File: src/rtl/div_issue_ctrl_if.sv
// Request/response handshake bundle between execute, writeback and the divide issue stage.
// Signal names carry the direction as seen from the issue stage (slave side).
interface div_issue_ctrl_if #(
    parameter int XLEN  = 32,
    parameter int TAG_W = 5
);
    logic             req_valid_i;
    logic             req_ready_o;
    logic [2:0]       req_funct3_i;
    logic [XLEN-1:0]  req_a_i;
    logic [XLEN-1:0]  req_b_i;
    logic [TAG_W-1:0] req_tag_i;
    logic             resp_valid_o;
    logic             resp_ready_i;
    logic [XLEN-1:0]  resp_result_o;
    logic [TAG_W-1:0] resp_tag_o;

    modport master (
        output req_valid_i, req_funct3_i, req_a_i, req_b_i, req_tag_i, resp_ready_i,
        input  req_ready_o, resp_valid_o, resp_result_o, resp_tag_o
    );

    modport slave (
        input  req_valid_i, req_funct3_i, req_a_i, req_b_i, req_tag_i, resp_ready_i,
        output req_ready_o, resp_valid_o, resp_result_o, resp_tag_o
    );
endinterface

File: src/rtl/div_issue_ctrl.sv
// Issue/control stage in front of the iterative divider: resolves RISC-V special cases,
// sequences the divider and holds the result for writeback. Optional macro: DIV_RESULT_CACHE_EN.
module div_issue_ctrl #(
    parameter int XLEN  = 32,
    parameter int TAG_W = 5
) (
    input  logic            clk,
    input  logic            rst,
    div_issue_ctrl_if.slave bus,
    input  logic            kill_i,
    output logic            busy_o,
    output logic            div_en_o,
    output logic [2:0]      div_funct3_o,
    output logic [XLEN-1:0] div_a_o,
    output logic [XLEN-1:0] div_b_o,
    input  logic            div_finish_i,
    input  logic [XLEN-1:0] div_result_i
);

    typedef enum logic [1:0] {IDLE, BUSY, DONE} state_e;

    localparam logic [XLEN-1:0] MIN_NEG = {1'b1, {(XLEN-1){1'b0}}};

    state_e           state_q, state_d;
    logic             div_en_q, div_en_d;
    logic [2:0]       funct3_q, funct3_d;
    logic [XLEN-1:0]  a_q, a_d;
    logic [XLEN-1:0]  b_q, b_d;
    logic [XLEN-1:0]  result_q, result_d;
    logic [TAG_W-1:0] tag_q, tag_d;

    logic             accept;
    logic             is_rem;
    logic             div_zero;
    logic             overflow;
    logic [XLEN-1:0]  special_result;
    logic             cache_hit;
    logic [XLEN-1:0]  cache_result;

    // funct3[0]=1 selects unsigned, funct3[1]=1 selects remainder
    assign is_rem   = bus.req_funct3_i[1];
    assign div_zero = (bus.req_b_i == '0);
    assign overflow = ~bus.req_funct3_i[0] && (bus.req_a_i == MIN_NEG) && (bus.req_b_i == '1);

    always_comb begin
        special_result = '0;
        if (div_zero) begin
            special_result = is_rem ? bus.req_a_i : '1;
        end else if (overflow) begin
            special_result = is_rem ? '0 : MIN_NEG;
        end
    end

    assign accept = bus.req_valid_i && (state_q == IDLE) && ~kill_i && bus.req_funct3_i[2];

`ifdef DIV_RESULT_CACHE_EN
    logic            cache_valid_q;
    logic [2:0]      cache_funct3_q;
    logic [XLEN-1:0] cache_a_q;
    logic [XLEN-1:0] cache_b_q;
    logic [XLEN-1:0] cache_result_q;
    logic            cache_wr;

    // Only completed results reach DONE, so a kill never leaves a bad entry behind
    assign cache_wr = (state_d == DONE) && (state_q != DONE);

    always_ff @(posedge clk) begin
        if (rst) begin
            cache_valid_q  <= 1'b0;
            cache_funct3_q <= '0;
            cache_a_q      <= '0;
            cache_b_q      <= '0;
            cache_result_q <= '0;
        end else if (cache_wr) begin
            cache_valid_q  <= 1'b1;
            cache_funct3_q <= funct3_d;
            cache_a_q      <= a_d;
            cache_b_q      <= b_d;
            cache_result_q <= result_d;
        end
    end

    assign cache_hit    = cache_valid_q && (cache_funct3_q == bus.req_funct3_i)
                       && (cache_a_q == bus.req_a_i) && (cache_b_q == bus.req_b_i);
    assign cache_result = cache_result_q;
`else
    assign cache_hit    = 1'b0;
    assign cache_result = '0;
`endif

    always_comb begin
        state_d  = state_q;
        div_en_d = div_en_q;
        funct3_d = funct3_q;
        a_d      = a_q;
        b_d      = b_q;
        result_d = result_q;
        tag_d    = tag_q;
        unique case (state_q)
            IDLE: begin
                if (accept) begin
                    funct3_d = bus.req_funct3_i;
                    a_d      = bus.req_a_i;
                    b_d      = bus.req_b_i;
                    tag_d    = bus.req_tag_i;
                    if (div_zero || overflow) begin
                        result_d = special_result;
                        state_d  = DONE;
                    end else if (cache_hit) begin
                        result_d = cache_result;
                        state_d  = DONE;
                    end else begin
                        div_en_d = 1'b1;
                        state_d  = BUSY;
                    end
                end
            end
            BUSY: begin
                if (kill_i) begin
                    div_en_d = 1'b0;
                    state_d  = IDLE;
                end else if (div_finish_i) begin
                    result_d = div_result_i;
                    div_en_d = 1'b0;
                    state_d  = DONE;
                end
            end
            DONE: begin
                if (kill_i || bus.resp_ready_i) begin
                    state_d = IDLE;
                end
            end
            default: begin
                div_en_d = 1'b0;
                state_d  = IDLE;
            end
        endcase
    end

    always_ff @(posedge clk) begin
        if (rst) begin
            state_q  <= IDLE;
            div_en_q <= 1'b0;
            funct3_q <= '0;
            a_q      <= '0;
            b_q      <= '0;
            result_q <= '0;
            tag_q    <= '0;
        end else begin
            state_q  <= state_d;
            div_en_q <= div_en_d;
            funct3_q <= funct3_d;
            a_q      <= a_d;
            b_q      <= b_d;
            result_q <= result_d;
            tag_q    <= tag_d;
        end
    end

    assign bus.req_ready_o   = (state_q == IDLE);
    assign bus.resp_valid_o  = (state_q == DONE);
    assign bus.resp_result_o = result_q;
    assign bus.resp_tag_o    = tag_q;
    assign busy_o            = (state_q != IDLE);
    assign div_en_o          = div_en_q;
    assign div_funct3_o      = funct3_q;
    assign div_a_o           = a_q;
    assign div_b_o           = b_q;

endmodule

File: src/flat_wrapper.sv
// flat-port wrapper written by rule: the top's interface ports become plain ports
module div_issue_ctrl_flat 
#(
    parameter int XLEN  = 32,
    parameter int TAG_W = 5
)
  (clk, rst, kill_i, busy_o, div_en_o, div_funct3_o, div_a_o, div_b_o, div_finish_i, div_result_i, bus_req_valid_i, bus_req_funct3_i, bus_req_a_i, bus_req_b_i, bus_req_tag_i, bus_resp_ready_i, bus_req_ready_o, bus_resp_valid_o, bus_resp_result_o, bus_resp_tag_o);
  div_issue_ctrl_if #(.XLEN(XLEN), .TAG_W(TAG_W)) bus_i ();
  input  logic clk;
  input  logic rst;
  input  logic kill_i;
  output logic busy_o;
  output logic div_en_o;
  output logic [2:0] div_funct3_o;
  output logic [XLEN-1:0] div_a_o;
  output logic [XLEN-1:0] div_b_o;
  input  logic div_finish_i;
  input  logic [XLEN-1:0] div_result_i;
  input wire logic [$bits(bus_i.req_valid_i)-1:0] bus_req_valid_i;
  input wire logic [$bits(bus_i.req_funct3_i)-1:0] bus_req_funct3_i;
  input wire logic [$bits(bus_i.req_a_i)-1:0] bus_req_a_i;
  input wire logic [$bits(bus_i.req_b_i)-1:0] bus_req_b_i;
  input wire logic [$bits(bus_i.req_tag_i)-1:0] bus_req_tag_i;
  input wire logic [$bits(bus_i.resp_ready_i)-1:0] bus_resp_ready_i;
  output wire logic [$bits(bus_i.req_ready_o)-1:0] bus_req_ready_o;
  output wire logic [$bits(bus_i.resp_valid_o)-1:0] bus_resp_valid_o;
  output wire logic [$bits(bus_i.resp_result_o)-1:0] bus_resp_result_o;
  output wire logic [$bits(bus_i.resp_tag_o)-1:0] bus_resp_tag_o;
  assign bus_i.req_valid_i = bus_req_valid_i;
  assign bus_i.req_funct3_i = bus_req_funct3_i;
  assign bus_i.req_a_i = bus_req_a_i;
  assign bus_i.req_b_i = bus_req_b_i;
  assign bus_i.req_tag_i = bus_req_tag_i;
  assign bus_i.resp_ready_i = bus_resp_ready_i;
  assign bus_req_ready_o = bus_i.req_ready_o;
  assign bus_resp_valid_o = bus_i.resp_valid_o;
  assign bus_resp_result_o = bus_i.resp_result_o;
  assign bus_resp_tag_o = bus_i.resp_tag_o;
  div_issue_ctrl #(.XLEN(XLEN), .TAG_W(TAG_W)) u_core (.clk(clk), .rst(rst), .bus(bus_i), .kill_i(kill_i), .busy_o(busy_o), .div_en_o(div_en_o), .div_funct3_o(div_funct3_o), .div_a_o(div_a_o), .div_b_o(div_b_o), .div_finish_i(div_finish_i), .div_result_i(div_result_i));
endmodule
File: config.mk
export PLATFORM = sky130hd
export DESIGN_NAME = div_issue_ctrl_flat
export DESIGN_NICKNAME = d
export VERILOG_FILES = /design/src/rtl/div_issue_ctrl_if.sv /design/src/rtl/div_issue_ctrl.sv /design/src/flat_wrapper.sv
export SDC_FILE = /design/constraint.sdc
export NUM_CORES = 1
export LEC_CHECK = 0
export BUFFER_PORTS_ARGS = -buffer_cell sky130_fd_sc_hd__buf_2
export CORE_ASPECT_RATIO = 2
export CORE_UTILIZATION = 35
export CTS_CLUSTER_SIZE = 14
export DETAILED_ROUTE_END_ITERATION = 10
export PLACE_DENSITY = 0.73
export SLEW_MARGIN = 20
export SYNTH_ARGS = -nofsm -noshare
export SYNTH_HDL_FRONTEND = slang
export SYNTH_SLANG_ARGS = --single-unit
File: constraint.sdc
create_clock -name clk -period 2.8 [get_ports clk]
set_input_delay 0 -clock clk [delete_from_list [all_inputs] [get_ports clk]]
set_output_delay 0 -clock clk [all_outputs]
set_load 0.02 [all_outputs]
## Word-level counts from Yosys, hierarchy flattened

Index checks and enable logic that the tools add are counted.

- Register bits: 107
- Latch bits: 0
- Memory bits (writable): 0
- ROM bits: 0
- Output and inout port bits: 108
- Memories kept: 0

- $add $sub $neg: 0
- $mul: 0
- Divide/modulo/power cells: 0
- Magnitude comparators: 0
- Equal/unequal tests: 11
- Shift operators: 0
- Mux-type cells: 20
- Bitwise logic cells: 3
- Reduce and logical (&&, ||, !) cells: 15

Operators with widths:

| operator | count |
|---|---|
| 2-to-1 mux 32 bit | 8 |
| == test 32 bit (second input constant) | 2 |
| case mux 32 bit (2 select lines) | 1 |
| logical NOT 32 bit | 1 |
| 2-to-1 mux 2 bit | 5 |
| != test 2 x 1 -> 1 bit (second input constant) | 3 |
| != test 2 bit (second input constant) | 3 |
| case mux 2 bit (3 select lines) | 1 |
| logical AND 1 bit | 5 |
| AND reduction 5 bit | 1 |
| 2-to-1 mux 1 bit | 4 |
| AND reduction 4 bit | 1 |
| nonzero test 2 bit | 2 |
| != test 3 bit (second input constant) | 1 |
| NOT 1 bit | 3 |
| case mux 1 bit (3 select lines) | 1 |
| AND reduction 3 bit | 1 |
| == test 2 x 1 -> 1 bit (second input constant) | 1 |
| == test 2 bit (second input constant) | 1 |
| logical NOT 2 bit | 1 |
| logical OR 1 bit | 2 |
| AND reduction 2 bit | 1 |

## Longest topological paths before layout

Gate-level depths: netlist (run 1).

- Word-level depth: 8
- Gate-level depth with buffers: 8
- Depth with buffers taken out: 6

## Worst setup path after synthesis (run 1)

No wires, ideal clock.

- Path type: register -> register
- Start point: reg u_core.state_q[1]
- End point: reg u_core.b_q[21] (netlist: u_core.div_b_o[21])
- Library setup time: 0.073 ns
- Arrival time: 2.041 ns
- Data required time: 2.727 ns
- Setup slack: 0.686 ns
- Stages on the path, launching flop included: 8
- Period minus slack after synthesis: 2.114 ns
- Cells stage by stage: dfxtp_1 -> nor2_1 -> inv_1 -> nor3_1 -> clkbuf_1 -> clkbuf_1 -> nand2_1 -> a21oi_1

- Cells in the longest elaborated chain, start to end: 5

Ends and longest elaborated chain:

| what | RTL line | RTL |
|---|---|---|
| start, declared | div_issue_ctrl.sv:24 | `state_e state_q, state_d;` |
| start signal, assigned | div_issue_ctrl.sv:150 | `state_q <= state_d;` |
| logical NOT 2 bit (*) | n/a |  |
| via bus_req_ready_o | flat_wrapper.sv:25 | `output wire logic [$bits(bus_i.req_ready_o)-1:0] bus_req_ready_o;` |
| logical AND 1 bit (3 in a row) | div_issue_ctrl.sv:54 | `assign accept = bus.req_valid_i && (state_q == IDLE) && ~kill_i && bus.req_funct3_i[2];` |
| AND reduction 2 bit (no source line) (*) | n/a |  |
| end signal, assigned | div_issue_ctrl.sv:146 | `b_q <= '0;` |
| end signal, assigned | div_issue_ctrl.sv:154 | `b_q <= b_d;` |
| end, declared | div_issue_ctrl.sv:28 | `logic [XLEN-1:0] b_q, b_d;` |

Mark *: on every way through the listed nets, which the timed path passes. The rest lies on a longest branch.
A chain may end at the register's enable or synchronous reset.

## Worst setup path after layout (run 1)

- Start point: in bus_req_a_i[22]
- End point: reg u_core.result_q[25] (netlist: u_core.bus.resp_result_o[25])

- Cells in the longest elaborated chain, start to end: 8

Ends and longest elaborated chain:

| what | RTL line | RTL |
|---|---|---|
| start, declared | flat_wrapper.sv:21 | `input wire logic [$bits(bus_i.req_a_i)-1:0] bus_req_a_i;` |
| == test 32 bit (*) | div_issue_ctrl.sv:43 | `assign overflow = ~bus.req_funct3_i[0] && (bus.req_a_i == MIN_NEG) && (bus.req_b_i == '1);` |
| logical AND 1 bit (*) (2 in a row) | div_issue_ctrl.sv:43 |  |
| 2-to-1 mux 32 bit | div_issue_ctrl.sv:49 | `end else if (overflow) begin` |
| 2-to-1 mux 32 bit | div_issue_ctrl.sv:47 | `if (div_zero) begin` |
| 2-to-1 mux 32 bit | div_issue_ctrl.sv:106 | `if (div_zero \|\| overflow) begin` |
| 2-to-1 mux 32 bit | div_issue_ctrl.sv:101 | `if (accept) begin` |
| case mux 32 bit (2 select lines) | div_issue_ctrl.sv:99 | `unique case (state_q)` |
| end signal, assigned | div_issue_ctrl.sv:155 | `result_q <= result_d;` |
| end, declared | div_issue_ctrl.sv:29 | `logic [XLEN-1:0] result_q, result_d;` |

Mark *: on every way between the ends. The rest lies on a longest branch, timed or not. The select of a mux whose other input is x is not followed.

==> results.md, run 1 <==
- The flow ran to the end, and the final reports show no timing, DRC or antenna violations.
- The detailed-route via count is approximately 5600.
- Setup violations remaining at the end of the flow were counted as 0.
- The power dissipated by switching net loads is between 0.0008 and 0.0009 W.
- Summed over all layers, the routed wires come to ~19000 um.
- The clock-pin slew reported for the worst setup and hold paths after clock tree synthesis is approximately 0.070 ns.
- The static leakage power is approximately 3.1 nW.
- Across the VDD grid, the largest voltage drop is about 320 uV.
- The first TritonRoute pass finished after 5 iterations.
- The count of boundary I/O pins is about 220.
- In this run, placement finished with an instance count of 964.
- The net count of the finished layout is around 1000.
- The count of routing violations after the opening detailed-route iteration is ~270.
- The final period utilization is about 93%.
- Dividing the detail-routed via count by the number of cells gives approximately 5.2.
- Yosys mapped a number of flops with a built-in enable equal to 0.
- During synthesis, Yosys emitted a total of 0 warnings.
- The post-route minimum period is about 2.6 ns.
- Buffers added to address setup during post-CTS repair amount to 0.
- The floorplan has a little over 60 rows.
- The critical path buffer and inverter count is 3.
- The number of input and output port buffers inserted is around 220.
- The required time reported for the critical path endpoint is just over 3 ns.
- The final antenna-violating net count is 0.
- The floorplan step set the die height to between 150 and 200 um.
- The main combinational cell family by area after synthesis is simple AND/OR/NAND/NOR gates.
- Timing analysis after detailed placement gives a worst setup slack of between 0.3 and 0.4 ns.
- The number of buffers between clock root and the deepest sink is 2.
- Data arrives at the worst endpoint at around 2.8 ns.
- In the final routed layout, each cell accounts on average for around 17 um.
- The netlist uses 38 different library cells.
- The final setup skew is about 0.0077 ns.
- After synthesis, the share of flip-flops with an asynchronous set or reset is 0%.
- In this run the number of H-tree levels came out at 3.
- Summing the areas of all xor and xnor instances in the mapped netlist gives 0% of the synthesized area.
- The initial antenna violation count is 0.
- The critical path launch point type is a primary input.
- The final hold violation count is 0.
- At the pin with the least slew margin, the transition time is around 0.89 ns.
- The worst hold path belongs to the class primary input to register.
- The number of cells in the finished layout apart from fillers is about 1100.
- Cells with a size suffix above 1 make up between 30 and 40% of the layout.
- By startpoint and endpoint, the worst setup path is classified as primary input to register.
- The first global-routing pass estimated slightly below 30000 um of wire.
- The internal portion of total power is 0.00246 W.
- The number of maximum-capacitance violations is 0.
- Walking the worst path, the cells encountered are dlygate4sd3_1, buf_2, or4b_1, or4_4, nor4_4, nand3_2, buf_12, a221oi_1, nor3_2.
- Synthesis produced a netlist whose cell count is 600.
- The area added between synthesis and finish is 51.6%.
- The number of global-route vias before repair is approximately 5500.
- The share of synthesized area occupied by flip-flops and latches is between 40 and 50%.
- Across every metal layer, demand over resource in global routing totals 25.5%.
- Setup repair after global routing left no endpoint under its margin.
- In this run, post-CTS repair resized a total of 0 instances.
- The headroom to the max-slew limit is 40.6%.
- The achievable clock frequency is roughly 380 MHz.
- After clock tree synthesis, the flow added hold-fix buffers numbering ~100.
- The average cell area after synthesis is ~8.3 um^2.
- The core occupancy in the finished layout is 54.4%.
- After Yosys synthesis, full adders, half adders and majority gates account for 0% of the synthesized area.
- Registers are responsible for roughly 47% of the overall power.
- The count of antenna diodes in the layout is 0.
- Of the post-synthesis cell area, the part taken by muxes is less than 1%.
- The clock reaches the later pin of the worst-skew pair after about 0.35 ns.
- Summing the areas of all compound-gate instances in the mapped netlist gives around 18% of the synthesized area.
- The delay contributed by the slowest stage of the critical path is 0.54 ns.
- The simple-gate area share of the yosys netlist is about 34%.
- In the post-route analysis, the smallest setup slack over all paths is around 0.19 ns.
- The cell family contributing the most delay on the critical path is simple AND/OR/NAND/NOR gates.
- Per report_power, the clock group accounts for between 30% and 40% of the total.
- The final total negative setup slack is 0 ns.
- The clock net in this run drives a total of approximately 110 sinks.
- The mapped netlist covers ~0.005 mm^2.
- The placer's final routability congestion estimate is 0.844.
- The pin count of the biggest net entering global routing is 75.
- The die is 86.4 um wide.
- The cell at the slowest stage of the critical path is sky130_fd_sc_hd__dlygate4sd3_1.
- The total nets after synthesis is between 700 and 800.
- The dominant synthesized flop cell is sky130_fd_sc_hd__dfxtp_1.
- The power per cell area is 444 mW/mm^2.
- The critical-path maximum fanout is 32.
- TritonCTS built the clock tree.
- The worst setup path is captured at a register.
- The area of the core region is 0.0139 mm^2.
- Combinational cells account for 16.1% of the total power.
- Clock tree synthesis inserted a total of 9 buffers.
- The area enclosed by the die boundary is around 0.015 mm^2.
- The root buffer cell chosen for the clock tree is sky130_fd_sc_hd__clkbuf_16.
- The number of slew-limit violations in the final report came to 0.
- The remaining design rule violation count is 0.
- Net switching is between 20% and 30% of the power.
- The number of register bits inferred by synthesis is between 100 and 150.
- Summed over all layers, the global routing overflow is 0.
- Once the floorplan was initialized, standard cells occupied around 36% of the core.
- Summed over all nets, the half-perimeter wirelength after detailed placement is approximately 12000 um.
power by group through the flow:
stage | Sequential (W) | Clock [W] | Combinational [W]
after floorplan | 0.00167 | 0 | 0.000155
after global placement | 0.00162 | 0 | 0.000421
after detailed placement | 0.00162 | 0 | 0.000423
after CTS | 0.00158 | 0.00126 | 0.000534
after global routing | 0.00159 | 0.00130 | 0.000580
final | 0.00159 | 0.00123 | 0.000542
cell usage in the layout, fill, tap and decap left out, types with 2 or more instances in the layout:
master	netlist	layout
sky130_fd_sc_hd__inv_1	3	3
sky130_fd_sc_hd__nand4_1	9	9
sky130_fd_sc_hd__nor4_1	12	12
sky130_fd_sc_hd__a221oi_2	29	29
sky130_fd_sc_hd__clkbuf_8	0	2
sky130_fd_sc_hd__dfxtp_1	107	107
sky130_fd_sc_hd__nand3_1	2	2
sky130_fd_sc_hd__buf_2	1	216
sky130_fd_sc_hd__clkbuf_1	47	2
sky130_fd_sc_hd__buf_12	0	5
sky130_fd_sc_hd__nor3_2	30	31
sky130_fd_sc_hd__a21oi_1	74	74
sky130_fd_sc_hd__nand2_1	149	149
sky130_fd_sc_hd__nor2b_1	34	33
sky130_fd_sc_hd__nor4b_1	4	4
sky130_fd_sc_hd__a221oi_1	2	2
sky130_fd_sc_hd__clkbuf_16	0	9
sky130_fd_sc_hd__nor2_1	4	4
sky130_fd_sc_hd__nor3_1	66	65
sky130_fd_sc_hd__buf_4	3	8
sky130_fd_sc_hd__clkinv_4	0	2
sky130_fd_sc_hd__dlygate4sd3_1	0	103
stage by stage:
stage	power, W	hold slack, ns	cell area (um^2)
4_1_cts	0.00337	0.0153	7560
3_5_place_dp	0.00204	0.249	6250
5_1_grt	0.00347	0.0359	7560
3_3_place_gp	0.00204	0.243	6250
2_1_floorplan	0.00183	0.136	4990
6_report	0.00336	0.0251	7560
per-layer routing:
metal | wire length, um | GRT usage [%]
met5 | 0 | 0
met4 | 1090 | 17.2
met3 | 978 | 3.71
met2 | 10100 | 45.4
met1 | 6790 | 27.3
cell families (layout without fill, tap and decap cells):
kind of cell           count (synthesis)  count (layout)
AOI/OAI and AO/OA                    113             113
buffers and inverters                 57             351
DFF                                  107             107
muxes                                  1               1
and+or+nand+nor                      322             322
Yosys cell counts (2+ instances only):
library cell	number	area share, %
sky130_fd_sc_hd__nor4b_1	4	0.70
sky130_fd_sc_hd__nor3_1	66	6.6
sky130_fd_sc_hd__inv_1	3	0.23
sky130_fd_sc_hd__dfxtp_1	107	43
sky130_fd_sc_hd__a21oi_1	74	7.4
sky130_fd_sc_hd__buf_4	3	0.45
sky130_fd_sc_hd__nor4_1	12	1.5
sky130_fd_sc_hd__a221oi_1	2	0.35
sky130_fd_sc_hd__buf_6	3	0.68
sky130_fd_sc_hd__nand4_1	9	1.1
sky130_fd_sc_hd__nand2_1	149	11
sky130_fd_sc_hd__nor2b_1	34	4.3
sky130_fd_sc_hd__clkbuf_1	47	3.5
sky130_fd_sc_hd__nor3_2	30	6.0
sky130_fd_sc_hd__o22ai_1	2	0.25
sky130_fd_sc_hd__nor2_1	4	0.30
sky130_fd_sc_hd__nand3_1	2	0.20
sky130_fd_sc_hd__a221oi_2	29	8.7
worst paths after layout:
path | startpoint | endpoint | slack [ns] | cells after the start
setup / recovery | bus_req_a_i[22] | u_core.bus.resp_result_o[25] | 0.19 | 9
hold / removal | kill_i | u_core.div_en_o | 0.03 | 4
setup reg to reg | u_core.state_q[1] | u_core.bus.resp_result_o[25] | 0.83 | 7
hold reg to reg | u_core.bus.resp_tag_o[2] | u_core.bus.resp_tag_o[2] | 0.45 | 2
cell type report:
type | count | area (um^2)
Clock buffer | 13 | 260
Clock inverter | 3 | 22.5
Fill cell | 1245 | 6330
Multi-Input combinational cell | 436 | 2620
Timing Repair Buffer | 332 | 2270
Inverter | 3 | 11.3
Sequential cell | 107 | 2140
Tap cell | 189 | 236
sequential cells by signal (all words and copies together), names as in the netlist:
| register | count |
|---|---|
| u_core.div_funct3_o | 3 |
| u_core.bus.resp_result_o | 32 |
| u_core.div_a_o | 32 |
| u_core.bus.resp_tag_o | 5 |
| u_core.div_b_o | 32 |
| u_core.state_q | 2 |
| u_core.div_en_o | 1 |
worst register-to-register path: cells and delay by family (launching register included):
family,cells,cell delay [ns]
compound gates,1,0.35
simple gates,4,0.81
flops,1,0.38
buf+inv,2,0.31
Power figures use the tool's default switching activity.
==> inputs of run 2 (changes only) <==
--- a/config.mk
+++ b/config.mk
@@ -5,12 +5,13 @@
 export SDC_FILE = /design/constraint.sdc
 export NUM_CORES = 1
 export LEC_CHECK = 0
+export ABC_AREA = 1
 export BUFFER_PORTS_ARGS = -buffer_cell sky130_fd_sc_hd__buf_2
 export CORE_ASPECT_RATIO = 2
 export CORE_UTILIZATION = 35
 export CTS_CLUSTER_SIZE = 14
 export DETAILED_ROUTE_END_ITERATION = 10
-export PLACE_DENSITY = 0.73
+export PLACE_DENSITY = 0.74
 export SLEW_MARGIN = 20
 export SYNTH_ARGS = -nofsm -noshare
 export SYNTH_HDL_FRONTEND = slang
==> results.md, run 2 <==
- The number of cells in the finished layout apart from fillers was 1098 (+1.4%).
- The number of placed cells counting well taps came to 1006 (+4.4%).
- The endpoint of the worst-slack reg-to-reg timing path is u_core.state_q[1].
- The register-to-register setup slack was 0.53 ns (-0.30 ns).
- The final period utilization is 83.1% (-10 points).
- The pin count of the biggest net entering global routing came to 61 (-19%).
- The adder-cell share of the synthesized area was 0% (unchanged).
- The detailed placement HPWL is 11400 um (-8.1%).
- In the layout the commonest cells are 217 x sky130_fd_sc_hd__buf_2, 204 x sky130_fd_sc_hd__nor2_1, 149 x sky130_fd_sc_hd__o21ai_0, 107 x sky130_fd_sc_hd__dfxtp_1, 75 x sky130_fd_sc_hd__dlygate4sd3_1.
- The detailed-route via count was 5391 (-4.3%).
- The hold path startpoint is div_result_i[13].
- The worst setup path is launched from a primary input.
- The final setup skew is 0.00795 ns (+0.000206 ns).
- STA classifies the critical path endpoint as a register.
- The count of TritonRoute iterations in the first routing pass came to 6 (+1).
- The via count normalized by instance count is 4.91 (-5.6%).
- The placer's final routability congestion estimate is 0.903 (+7.1%).
- Setup repair after global routing left no endpoint under its margin.
- The end point of the most critical hold path is u_core.bus.resp_result_o[13].
- By area, the combinational part of the netlist is dominated by simple AND/OR/NAND/NOR gates.
- The fraction of registers with async set or reset after synthesis came to 0% (unchanged).
- The TritonCTS sink count is 107 (unchanged).
- The initial core utilization is 35.8% (-0.15 points).
- The critical-path maximum fanout was 35 (+9.4%).
- The fraction of synthesized cell area in xor and xnor cells is 0% (unchanged).
- The post-synthesis instance area was 0.00465 mm^2 (-6.8%).
- The number of buffers between clock root and the deepest sink is 2 (unchanged).
- For this run, the leading register cell type out of synthesis is sky130_fd_sc_hd__dfxtp_1.
- The number of setup violations in the final report is 0 (unchanged).
- The clock-pin slew reported for the worst setup and hold paths after clock tree synthesis came to 0.08 ns (about the same).
- The simple-gate area share of the yosys netlist came to 25.7% (-8.5 points).
- The clock tree from TritonCTS is done.
- The worst-margin pin slew is 0.885 ns (-0.00599 ns).
- The most common cell in the synthesized netlist is sky130_fd_sc_hd__nor2_1.
- The number of slew-limit violations in the final report was 0 (unchanged).
- The final total negative setup slack is 0 ns (unchanged).
- The worst register-to-register path begins at u_core.state_q[0].
- The area of the core region is 0.0130 mm^2 (-6.5%).
- The number of input and output port buffers inserted is 217 (unchanged).
- The root buffer cell chosen for the clock tree is sky130_fd_sc_hd__clkbuf_16.
- The number of cell rows is 59 (-3.3%).
- By count the netlist is led by 204 x sky130_fd_sc_hd__nor2_1, 149 x sky130_fd_sc_hd__o21ai_0, 107 x sky130_fd_sc_hd__dfxtp_1.
- The count of mapped cells out of synthesis was 675 (+13%).
- The number of register bits inferred by synthesis is 107 (unchanged).
- The share of final-layout standard cells stronger than drive strength 1 came to 26.6% (-8.0 points).
- The number of buffers created by CTS is 9 (unchanged).
- The width of the die came to 83.5 um (-3.4%).
- The type of the worst min-delay path is primary input to register.
- The count of routing violations after the opening detailed-route iteration is 316 (+19%).
- The average cell area after synthesis came to 6.88 um^2 (-17%).
- The multiplexer fraction of the synthesized cell area was 0% (-0.20 points).
- The worst-case vdd ir drop is 376 uV (+18%).
- The number of distinct standard cells referenced by the synthesized netlist is 21 (-45%).
- The vertical die dimension is 165 um (-3.4%).
- The remaining design rule violation count is 0 (unchanged).
- The cell area reported after detailed placement is 0.00577 mm^2 (-7.7%).
- The share of synthesized area occupied by flip-flops and latches is 46.1% (+3.2 points).
- The library cell used most frequently in the layout, excluding fill and tap cells, is sky130_fd_sc_hd__buf_2.
- The wire length of the first global-routing pass is 25000 um (-13%).
- The cell type contributing the most total cell area after synthesis is sky130_fd_sc_hd__dfxtp_1.
- The static leakage power was 3.27 nW (+5.4%).
- The achievable clock frequency is 430 MHz (+12%).
- The headroom to the max-slew limit is 41.0% (+0.33 points).
- Ranked by total cell area, the synthesized netlist is headed by sky130_fd_sc_hd__dfxtp_1 46%, sky130_fd_sc_hd__nor2_1 16%, sky130_fd_sc_hd__o21ai_0 16%.
- The H-tree depth reported by CTS is 3 (unchanged).
- The setup path with the least slack is of type primary input to register.
- The number of global-route vias before repair is 5058 (-8.7%).
- The count of cells resized by post-cts repair is 0 (unchanged).
- The wire length reported by the detailed router is 16600 um (-12%).
- The worst-skew pair later-pin latency was 0.34 ns (about the same).
- The initial antenna violation count is 1 (+1).
- The length in cells of the worst reg-to-reg path is 7 (unchanged).
- The final antenna-violating net count is 0 (unchanged).
- The count of boundary I/O pins is 218 (unchanged).
- The power per cell area is 524 mW/mm^2 (+18%).
- The data arrival at the endpoint of the critical path is 2.55 ns (-0.29 ns).
- The area fraction of the dominant cell type after synthesis is 46.1% (+3.2 points).
- The flow ran to the end, and the final reports show no timing, DRC or antenna violations.
- The area added between synthesis and finish is 46.7%.
- The number of cells traversed by the worst hold path came to 5 (+1).
- The final design area excluding fillers is 0.00682 mm^2 (-9.8%).
- The number of maximum-capacitance violations was 0 (unchanged).
- The number of enable flip-flop cells after synthesis came to 0 (unchanged).
- The number of fill cells in the layout is 1254 (+0.72%).
- The post-route minimum period is 2.33 ns (-0.281 ns).
- The average detailed-routed wire length per instance is 15.1 um (-13%).
- The final-stage net count was 1050 (+5.1%).
- The final hold violation count is 0 (unchanged).
- The total track usage came to 23.0% (-2.5 points).
- The synthesized-area fraction occupied by ao, oa, aoi and oai cells was 20.4% (+2.7 points).
- The total nets after synthesis came to 785 (+11%).
- The final global-route overflow total was 0 (unchanged).
- The area enclosed by the die boundary came to 0.0138 mm^2 (-6.7%).
- The required time reported for the critical path endpoint is 3.03 ns (about the same).
- The total of warnings raised by yosys is 0 (unchanged).
==> run 2: cell types whose count changed in the layout (fill, tap and decap cells not counted), moves of 28 or more <==
| cell | delta |
|---|---|
| sky130_fd_sc_hd__nor3_1 | -63 |
| sky130_fd_sc_hd__nand2_1 | -80 |
| sky130_fd_sc_hd__nor3_2 | -31 |
| sky130_fd_sc_hd__o21ai_0 | +149 |
| sky130_fd_sc_hd__a221oi_2 | -29 |
| sky130_fd_sc_hd__nor2_1 | +200 |
| sky130_fd_sc_hd__dlygate4sd3_1 | -28 |
| sky130_fd_sc_hd__a21oi_1 | -50 |
| sky130_fd_sc_hd__nor2b_1 | -33 |
==> run 2: power breakdown <==
part | internal, W | switching (W) | total (W)
sequential | 0.00159 | 0.0000379 | 0.00163
combinational | 0.000269 | 0.000386 | 0.000654
clock | 0.000697 | 0.000589 | 0.00129
==> run 2: cells by family after synthesis <==
family,Yosys count
flops,107
buf+inv,80
simple gates,299
compound gates,189
==> run 2: timing repair <==
action / 4_1_cts / 5_1_grt
endpoints found under the hold margin: 75 / 0
hold buffers: 75 / 0
buffers inserted: 0 / 0
==> run 2: worst max-delay path by stage <==
| stage | start | to |
|---|---|---|
| after floorplan | u_core.state_q[1] | u_core.bus.resp_result_o[15] |
| after global placement | u_core.state_q[1] | u_core.div_en_o |
| after detailed placement | u_core.state_q[1] | u_core.div_a_o[19] |
| after CTS | bus_req_b_i[16] | u_core.state_q[1] |
| after global routing | u_core.state_q[0] | u_core.state_q[1] |
| final | bus_req_b_i[8] | u_core.state_q[1] |
==> run 2: area by class of cell <==
type	instances	area, um^2	share of cell area [%]
Sequential cell	107	2140	31.4
Tap cell	152	190	2.79
Multi-Input combinational cell	488	2140	31.4
Inverter	36	140	2.06
Antenna cell	1	2.50	0.0367
Clock inverter	6	65.1	0.954
Timing Repair Buffer	298	1910	28.0
Clock buffer	10	229	3.36
==> run 2: per-layer routing <==
metal,track usage [%],share of wire [%],wire (um),vias up
met5,0,0,0,-
met4,11.3,3.5,575,0
met3,4.40,5.0,830,42
met2,43.6,55,9190,221
met1,23.9,36,5990,2421
li1,-,-,-,2707
==> run 2: per-stage QoR <==
step	hold WS (ns)	util [%]	worst slack, ns	power, W
5_1_grt	0.0301	52.5	0.346	0.00372
3_5_place_dp	0.254	44.4	0.742	0.00223
3_3_place_gp	0.251	44.4	0.794	0.00222
4_1_cts	0.0000412	52.4	0.520	0.00359
6_report	0.0158	52.5	0.472	0.00357
2_1_floorplan	0.0691	-	1.42	0.00199
==> run 2: critical path, cell delays in order <==
cell,delay [ns]
sky130_fd_sc_hd__dlygate4sd3_1,0.56
sky130_fd_sc_hd__buf_2,0.15
sky130_fd_sc_hd__nor2_1,0.05
sky130_fd_sc_hd__nand3_1,0.06
sky130_fd_sc_hd__nor2_1,0.04
sky130_fd_sc_hd__nand2_1,0.09
sky130_fd_sc_hd__nor2_2,0.06
sky130_fd_sc_hd__inv_2,0.37
sky130_fd_sc_hd__nand3_2,0.16
sky130_fd_sc_hd__nand2_4,0.32
sky130_fd_sc_hd__a21oi_1,0.11
sky130_fd_sc_hd__dlygate4sd3_1,0.57
==> inputs of run 3 (changes only) <==
--- a/config.mk
+++ b/config.mk
@@ -5,13 +5,13 @@
 export SDC_FILE = /design/constraint.sdc
 export NUM_CORES = 1
 export LEC_CHECK = 0
-export ABC_AREA = 1
+export ABC_AREA = 0
 export BUFFER_PORTS_ARGS = -buffer_cell sky130_fd_sc_hd__buf_2
 export CORE_ASPECT_RATIO = 2
 export CORE_UTILIZATION = 35
 export CTS_CLUSTER_SIZE = 14
 export DETAILED_ROUTE_END_ITERATION = 10
-export PLACE_DENSITY = 0.74
+export PLACE_DENSITY = 0.73
 export SLEW_MARGIN = 20
 export SYNTH_ARGS = -nofsm -noshare
 export SYNTH_HDL_FRONTEND = slang
==> constraint.sdc (replaced) <==
create_clock -name clk -period 2.4 [get_ports clk]
set_input_delay 0 -clock clk [delete_from_list [all_inputs] [get_ports clk]]
set_output_delay 0 -clock clk [all_outputs]
set_load 0.02 [all_outputs]
==> results.md, run 3 (synthesized netlist as in run 1, its figures left out) <==
- The final global-route overflow total is 0 (unchanged).
- The data arrival at the endpoint of the critical path is 2.52 ns (-0.03 ns).
- The number of maximum-capacitance violations is 0 (unchanged).
- The path with the worst hold slack has its endpoint at u_core.div_en_o.
- The number of setup violations in the final report is 0 (unchanged).
- The wire length of the first global-routing pass was 28800 um (+15%).
- The count of boundary I/O pins is 218 (unchanged).
- The core occupancy in the finished layout is 55.0% (+2.5 points).
- The final total negative setup slack was 0 ns (unchanged).
- The detailed placement HPWL is 12800 um (+12%).
- The TritonCTS sink count is 107 (unchanged).
- TritonCTS built the clock tree.
- The worst-skew pair later-pin latency is 0.34 ns (about the same).
- The pin count of the biggest net entering global routing is 62 (+1.6%).
- The initial antenna violation count is 1 (unchanged).
- The worst-case vdd ir drop is 369 uV (-1.8%).
- The via count normalized by instance count is 5.21 (+6.1%).
- The width of the die is 86.4 um (+3.5%).
- The critical path is of the primary input to register type.
- The number of cell rows came to 61 (+3.4%).
- The clock-pin slew reported for the worst setup and hold paths after clock tree synthesis is 0.08 ns (about the same).
- The endpoint identified for the worst register-to-register timing path is u_core.state_q[1].
- The register-to-register setup slack was 0.40 ns (-0.13 ns).
- The number of slew-limit violations in the final report was 0 (unchanged).
- The post-route minimum period is around 2.3 ns.
- The H-tree depth reported by CTS is 3 (unchanged).
- The final-stage net count is 1008 (-4.0%).
- The count of TritonRoute iterations in the first routing pass is 6 (unchanged).
- The length in cells of the worst reg-to-reg path was 7 (unchanged).
- Derived from the worst setup path, the maximum achievable clock frequency is approximately 440 MHz.
- The initial core utilization came to 35.9% (+0.15 points).
- The detailed-route via count came to 5698 (+5.7%).
- Of the available clock period, the critical path in the final layout requires 93.8%.
- The critical-path maximum fanout is 35 (unchanged).
- The number of cells traversed by the worst hold path is 4 (-1).
- Setup repair after global routing left no endpoint under its margin.
- The library cell used most frequently in the layout, excluding fill and tap cells, is sky130_fd_sc_hd__buf_2.
- The length of routed wiring on met1 is 6950 um (+16%).
- The kind of capture point of the worst setup path is a register.
- The type of the worst min-delay path is primary input to register.
- The startpoint of the worst setup timing path is bus_req_b_i[6].
- The share of final-layout standard cells stronger than drive strength 1 was 35.7% (+9.1 points).
- The total met3 wirelength after detailed routing was 837 um (+0.84%).
- The power per cell area is 509 mW/mm^2 (-2.8%).
- The number of input and output port buffers inserted came to 217 (unchanged).
- The final setup skew is 0.00634 ns (-0.00161 ns).
- The area enclosed by the die boundary was 0.0148 mm^2 (+7.2%).
- The count of routing violations after the opening detailed-route iteration was 266 (-16%).
- The worst-margin pin slew is 0.664 ns (-0.221 ns).
- The run finished with clean final reports.
- The number of buffers created by CTS is 9 (unchanged).
- The top layer used by detailed routing is met4.
- The final design area excluding fillers is 0.00764 mm^2 (+12%).
- The final hold violation count is 0 (unchanged).
- The static leakage power is 3.15 nW (-3.7%).
- From synthesis to final layout, the design area changed by 53.2%.
- The cell area reported after detailed placement is 0.00631 mm^2 (+9.5%).
- The final antenna-violating net count is 0 (unchanged).
- The startpoint identified for the worst hold timing path is kill_i.
- The launch instance of the worst register-to-register path is u_core.state_q[1].
- The placer's final routability congestion estimate came to 0.836 (-7.5%).
- The headroom to the max-slew limit is 55.8% (+15 points).
- The wire length reported by the detailed router is 19000 um (+15%).
- The critical path launch point type is a primary input.
- The root buffer cell is sky130_fd_sc_hd__clkbuf_16.
- The required time reported for the critical path endpoint was 2.66 ns (-0.37 ns).
- The number of buffers between clock root and the deepest sink is 2 (unchanged).
- The area of the core region is 0.0139 mm^2 (+6.9%).
- The routed length on met2 was 10100 um (+9.6%).
- The vertical die dimension is 171 um (+3.6%).
- The top cell types in the final layout, fill and taps aside, are 216 x sky130_fd_sc_hd__buf_2, 149 x sky130_fd_sc_hd__nand2_1, 107 x sky130_fd_sc_hd__dfxtp_1, 103 x sky130_fd_sc_hd__dlygate4sd3_1, 74 x sky130_fd_sc_hd__a21oi_1.
- The number of fill cells in the layout is 1265 (+0.88%).
- The post-CTS repair timing setup buffer count is 0 (unchanged).
- The number of global-route vias before repair was 5678 (+12%).
- The remaining design rule violation count is 0 (unchanged).
- The total track usage is 25.4% (+2.4 points).
- The average detailed-routed wire length per instance is 17.4 um (+15%).
run 3: how the worst max path moves through the flow:
stage | endpoint | cells past startpoint
final | u_core.bus.resp_result_o[9] | 10
after global routing | u_core.bus.resp_result_o[25] | 9
after CTS | u_core.bus.resp_result_o[25] | 9
after detailed placement | u_core.bus.resp_result_o[25] | 8
after global placement | u_core.bus.resp_result_o[25] | 8
after floorplan | u_core.div_b_o[21] | 7
run 3: worst max-delay path: stages:
cell	delay, ns
sky130_fd_sc_hd__dlygate4sd3_1	0.55
sky130_fd_sc_hd__buf_2	0.17
sky130_fd_sc_hd__nor4_1	0.40
sky130_fd_sc_hd__nand4_1	0.17
sky130_fd_sc_hd__or2_1	0.28
sky130_fd_sc_hd__buf_4	0.26
sky130_fd_sc_hd__o22ai_2	0.20
sky130_fd_sc_hd__buf_12	0.22
sky130_fd_sc_hd__nor3_1	0.08
sky130_fd_sc_hd__nor3_2	0.15
run 3: repair_timing:
item / CTS / global route
gates resized for setup: 0 / 2
hold buffers: 103 / 0
endpoints found under the hold margin: 103 / 0
setup endpoints to repair: 0 / 16
run 3: cell type report:
type / instances / area, um^2 / area share [%]
diodes: 2 / 5.00 / 0.0655
clock inverters: 7 / 53.8 / 0.704
clock buffers: 9 / 225 / 2.95
repair buffers: 341 / 2340 / 30.6
well taps: 189 / 236 / 3.09
multi-input cells: 436 / 2630 / 34.4
flip-flops and latches: 107 / 2140 / 28.0
inverters: 3 / 11.3 / 0.147
run 3: power by group:
group	internal [W]	switching, W	total, W
Sequential	0.00182	0.0000254	0.00185
Combinational	0.000289	0.000350	0.000639
Clock	0.000712	0.000689	0.00140
Total	0.00283	0.00106	0.00389
run 3: routing by layer:
layer  track usage [%]  vias to the layer above
li1                  -                     2713
met1              26.3                     2666
met2              46.2                      249
met3              3.62                       70
met4              17.0                        0
met5                 0                        -
run 3: through the flow:
step / worst slack [ns] / hold slack, ns / instances / total power, W
final: 0.148 / 0.0299 / 1094 / 0.00389
after global placement: 0.0189 / 0.242 / 973 / 0.00238
after detailed placement: -0.00955 / 0.250 / 973 / 0.00239
after global routing: 0.0112 / 0.0310 / 1093 / 0.00403
after CTS: 0.0794 / 0.00812 / 1092 / 0.00392
after floorplan: 0.286 / 0.136 / 600 / 0.00213
